File: src/rtl/serial_pattern_detector.sv
// Serial pattern detector: shifts in d on enabled edges and pulses match (one clock
// after sampling) when the last PATTERN_W bits equal PATTERN. It also keeps a
// saturating match counter.
module serial_pattern_detector #(
    parameter int                   PATTERN_W = 4,
    parameter logic [PATTERN_W-1:0] PATTERN   = 4'b1011,
    parameter bit                   OVERLAP   = 1'b1,
    parameter int                   COUNT_W   = 8
) (
    input  logic                 clock,
    input  logic                 clear,
    input  logic                 d,
    input  logic                 enable,
    output logic                 match,
    output logic [COUNT_W-1:0]   match_count,
    output logic                 count_sat,
    output logic [PATTERN_W-1:0] history
);
    localparam int                 FILL_W    = $clog2(PATTERN_W + 1);
    localparam logic [FILL_W-1:0]  FILL_FULL = FILL_W'(PATTERN_W);
    localparam logic [COUNT_W-1:0] COUNT_MAX = '1;

    logic [FILL_W-1:0]    fill;
    logic [FILL_W-1:0]    fill_next;
    logic [PATTERN_W-1:0] history_next;
    logic [COUNT_W-1:0]   count_next;
    logic                 hit;

    // The fill gate stops a freshly cleared all-zero history from matching an all-zero pattern.
    always_comb begin
        history_next = {history[PATTERN_W-2:0], d};
        fill_next    = (fill == FILL_FULL) ? fill : fill + 1'b1;
        hit          = (fill_next == FILL_FULL) && (history_next == PATTERN);
        count_next   = (hit && (match_count != COUNT_MAX)) ? match_count + 1'b1 : match_count;
    end

    always_ff @(posedge clock) begin
        if (clear) begin
            history     <= '0;
            fill        <= '0;
            match       <= 1'b0;
            match_count <= '0;
            count_sat   <= 1'b0;
        end else if (enable) begin
            history     <= history_next;
            match       <= hit;
            fill        <= (hit && !OVERLAP) ? '0 : fill_next;
            match_count <= count_next;
            count_sat   <= (count_next == COUNT_MAX);
        end else begin
            match <= 1'b0;
        end
    end
endmodule

File: config.mk
export PLATFORM = sky130hd
export DESIGN_NAME = serial_pattern_detector
export DESIGN_NICKNAME = d
export VERILOG_FILES = /design/src/rtl/serial_pattern_detector.sv
export SDC_FILE = /design/constraint.sdc
export NUM_CORES = 1
export LEC_CHECK = 0
export ABC_AREA = 0
export BUFFER_PORTS_ARGS = -buffer_cell sky130_fd_sc_hd__buf_2
export CORE_MARGIN = 4
export CORE_UTILIZATION = 30
export CTS_CLUSTER_DIAMETER = 50
export DETAILED_ROUTE_END_ITERATION = 10
export RECOVER_POWER = 25
export SLEW_MARGIN = 20
export SYNTH_ARGS = -nofsm -noshare
export SYNTH_HDL_FRONTEND = slang
export SYNTH_SLANG_ARGS = --single-unit
export TNS_END_PERCENT = 20
File: constraint.sdc
create_clock -name clock -period 1.95 [get_ports clock]
set_input_delay 0.2925 -clock clock [delete_from_list [all_inputs] [get_ports clock]]
set_output_delay 0.2925 -clock clock [all_outputs]
set_load 0.005 [all_outputs]
# Word-level counts from Yosys, hierarchy flattened
# Cells that the tools add are included.
# totals
wordCells	18
inputBits	4
regBits	17
output_inout_bits	14
# classes
eq_ne	5
reduce_logical	3
n_mux	2
n_bitwise	1
addsub	2
# ops
op	count
$add 8x1->8 const B	1
$eq 8x8->1 const B	1
$mux 8	1
$ne 8x8->1 const B	1
$eq 3x3->1 const B	2
$eq 4x4->1 const B	1
$add 3x1->3 const B	1
$mux 3	1
$logic_and 1x1->1	2
$reduce_or 2->1	1
$not 1->1	1

# Depth between registers and ports, before layout
# depth
ltp_word	7
depth_mapped	8
depth_no_buf	8

# Worst setup path before layout
# OpenSTA, ideal clock, no wires.
# synth_timing
path_type	register to register
startpoint	register fill[0]
endpoint	register match_count[7]
stages_incl_launch_ff	9
t_required_ns	1.891
path_slack_ns	-0.133
n_path_buf	0
arrival_time_ns	2.024
setup_ns	0.059
path_cell_list	dfxtp_1 -> inv_1 -> ha_1 -> nand2b_1 -> a211o_1 -> nor2_4 -> o2111ai_4 -> or4_1 -> nand2_1
# synth_between
elab_chain_len	6
word_cells_on_any_way	7
cone_classes	add/sub (1); eq/ne (2); mux (2); reduce/logical (2)
# synth_rtl
item	line_no	text
from (decl)	23	logic [FILL_W-1:0] fill;
from (signal assigned)	47	fill <= (hit && !OVERLAP) ? '0 : fill_next;
$add 3x1->3 / $eq 3x3->1 (equally long branches)	32	fill_next = (fill == FILL_FULL) ? fill : fill + 1'b1;
$mux 3 (*)	32	
$eq 3x3->1 (*)	33	hit = (fill_next == FILL_FULL) && (history_next == PATTERN);
$logic_and 1x1->1 (*)	33	
$logic_and 1x1->1 (*)	34	count_next = (hit && (match_count != COUNT_MAX)) ? match_count + 1'b1 : match_count;
$mux 8 (*)	34	
to (signal assigned)	48	match_count <= count_next;
to (decl)	15	output logic [COUNT_W-1:0] match_count,
# Mark *: on every way between the ends. The rest lies on a longest branch, timed or not.
# A chain may end at the register's enable or synchronous reset.

# Worst setup path in the final report
# layout_timing
startpoint	register fill[1]
endpoint	register match_count[7]
# The elaborated chain is that of the path after synthesis.

==> results.cfg <==
[drt]
dr_total_vias = 960
route.detailed.drc = 0
ant_nets = 0
dr.first_iter.drc_count = 70
via_per_inst = 4.95
wl_per_cell_um = 12.3
finalWirelength_mm = 2.38
drt_first_pass_iters = 4

[place]
dp_hpwl_mm = 1.61
portBuffers = 17
gp_congestion = 0.749

[timing]
setup_ws_ps = -9.33
hold_viol = 0
min_period_over_period_pct = 100
slew_headroom_pct = 73.8
finalSetupViolCount = 2
hold_ws_ps = 244
worst_pin_slew_ps = 389
rsz0062_at_grt = yes
fmax_mhz = 510
finClkSkew_ps = 12.1
min_period_ps = 1960
maxSlewViolCount = 0
fin_setup_tns_ps = -16.3

[worst_setup_path]
start_kind = register
critPathRequiredTime_ps = 2210
worst-path-buf-inv = 1
critical-path-max-stage-delay_ps = 420
crit_family = simple AND/OR/NAND/NOR gates
crit_type = register to register
worstPathCellList = inv_2 -> ha_4 -> nand2b_4 -> a211o_4 -> nor2_4 -> o2111ai_4 -> or4_1 -> nand2_1
worst-path-max-fanout = 3
endpoint_kind = register
crit_arrival_ps = 2220
crit_slowest_cell = or4_1

[finish]
layout_commonest_cell = buf_2
final_nets = 158
diodes = 0
drive_above_1_share_pct = 36.7
syn_to_final_growth_pct = 40.1
final_cell_mix = buf_2, buf_4, nor2_1, dfxtp_1, nand2_1
final_util_pct = 44.3

[clock_tree]
htreeDepth = 1
cts_root_buf = clkbuf_4
cts.sinks = 17
clk_latency_ps = 310
clkSlewWorstSetupHoldPaths_ps = 110
clk_path_buf_depth = 2
postCtsHoldBufs = 0
tritoncts = yes
numCtsBuffers = 3

[die]
fp.dieH_um = 64.7
row_count = 20
dieArea_um2 = 4190
io_pins = 18
fp.dieW_um = 64.7
coreArea_um2 = 3050
start_util_pct = 31.6

[yosys]
synth-seq-area-share_pct = 35.3
yosysWarnings = 0
syn_inst = 115
yosysTopAreaCellShare_pct = 35.3
ys_ff_latch = 17
synth_nets = 122
avgSynthCellArea_um2 = 8.39
post-synth-top-area-cell = dfxtp_1
syn-cell-area_um2 = 965
synth_cell_types = 38
synthTopCellsByArea = dfxtp_1, mux2i_1, nor2_1

[hold_path]
hold_class = input pin to register

[power]
switching_power_mw = 0.178
vdd_drop_max_mv = 0.286
intPower_mw = 0.483
switching_share_pct = 26.9
pwr-share-comb_pct = 15.5
power_frac_clock_pct = 29.9
pwr-share-seq_pct = 54.6
total_leakage_power_nw = 0.559
power_density_nw_per_um2 = 489

[global_routing]
antenna_found_initial = 0
grt_remaining_overflow = 0
grt_pass1_wl_mm = 4.16
grt_usage_pct = 12.5
grt_pass1_vias = 939
grt_max_degree = 20

[status]
violations = setup timing
status = complete, but fails checks

[run]
drv_cap = 0
## worst min-delay path: stages
cell	delay [ps]
buf_2	90
mux2i_1	60
nor2_1	70
## power groups by stage
stage / clock, mW / sequential (mW) / combinational [mW]
floorplan: 0 / 0.368 / 0.0385
CTS: 0.202 / 0.360 / 0.0843
finish: 0.198 / 0.360 / 0.102
global placement: 0 / 0.367 / 0.0581
detailed placement: 0 / 0.367 / 0.0603
global route: 0.223 / 0.362 / 0.113
## final cells by class
type,count,area (um2)
Clock buffer,3,22.5
Clock inverter,1,5.00
Fill cell,325,1700
Inverter,4,15.0
Multi-Input combinational cell,88,661
Sequential cell,17,343
Tap cell,44,55.1
Timing Repair Buffer,37,250
## state kept, by name (all words and copies together), names as in the netlist
signal / flops
match_count: 8
history: 4
fill: 3
count_sat: 1
match: 1
## stage by stage
stage / cell area (um2) / power (mW) / setup WS (ps) / cells
3_3_place_gp: 1160 / 0.425 / -50.9 / 181
4_1_cts: 1270 / 0.647 / -26.8 / 191
3_5_place_dp: 1160 / 0.427 / -103 / 181
6_report: 1350 / 0.660 / -9.33 / 194
5_1_grt: 1350 / 0.698 / -108 / 194
2_1_floorplan: 966 / 0.407 / -48.7 / 115
## synth_stat cells
| cell type | count |
|---|---|
| dfxtp_1 | 17 |
| nor2_1 | 15 |
| nand2_1 | 9 |
| mux2i_1 | 6 |
| a21oi_1 | 4 |
| and3_1 | 4 |
| clkbuf_1 | 4 |
| inv_1 | 4 |
| nand4_1 | 4 |
| nor3_1 | 4 |
| xor2_1 | 4 |
| ha_1 | 3 |
| nand2b_1 | 3 |
| o21ai_0 | 3 |
| xnor2_1 | 3 |
| a211oi_1 | 2 |
| a31oi_1 | 2 |
| and2_1 | 2 |
| nand3_1 | 2 |
| nand4b_1 | 2 |
| a211o_1 | 1 |
| a21boi_0 | 1 |
| a311oi_1 | 1 |
| a32oi_1 | 1 |
| buf_1 | 1 |
| buf_2 | 1 |
| nand3b_1 | 1 |
| nor2_4 | 1 |
| nor2b_1 | 1 |
| nor3b_1 | 1 |
| nor4_1 | 1 |
| nor4b_1 | 1 |
| o2111ai_4 | 1 |
| o211a_1 | 1 |
| o21bai_1 | 1 |
| o22ai_1 | 1 |
| or2_0 | 1 |
| or4_1 | 1 |
## repair_timing
action / CTS / global route
buffers inserted: 6 / 3
pin swaps: 6 / 6
hold endpoints to repair: 0 / 0
endpoints found under the setup margin: 8 / 9
gates resized for setup: 8 / 10
## final timing paths
kind	slack, ps	cells after the start	from	to
min	240	3	d	history[0]$_SDFFE_PP0P_
min reg2reg	500	2	history[3]$_SDFFE_PP0P_	history[3]$_SDFFE_PP0P_
max reg2reg	-9	8	fill[1]$_SDFFE_PP0P_	match_count[7]$_SDFFE_PP0P_
max	-9	8	fill[1]$_SDFFE_PP0P_	match_count[7]$_SDFFE_PP0P_
## layer usage
| metal | vias to the layer above | part of all wire, % | global-route usage, % | routed length, um |
|---|---|---|---|---|
| li1 | 482 | - | - | - |
| met1 | 448 | 44 | 14.3 | 1040 |
| met2 | 25 | 49 | 21.8 | 1180 |
| met3 | 5 | 5.1 | 3.64 | 121 |
| met4 | 0 | 1.6 | 4.22 | 39 |
| met5 | - | 0 | 0 | 0 |
## logic make-up (layout without fill, tap and decap cells)
kind of cell,Yosys count,in the layout,share of synthesized area (%)
and+or+nand+nor,53,53,29.1
adders and majority gates,3,3,3.89
xor gates and xnor gates,7,7,6.36
DFF,17,17,35.3
AOI/OAI and AO/OA,19,19,15.2
muxes,6,6,6.23
buffers and inverters,10,45,4.02
Note: power is estimated with default switching activity, not from simulation.
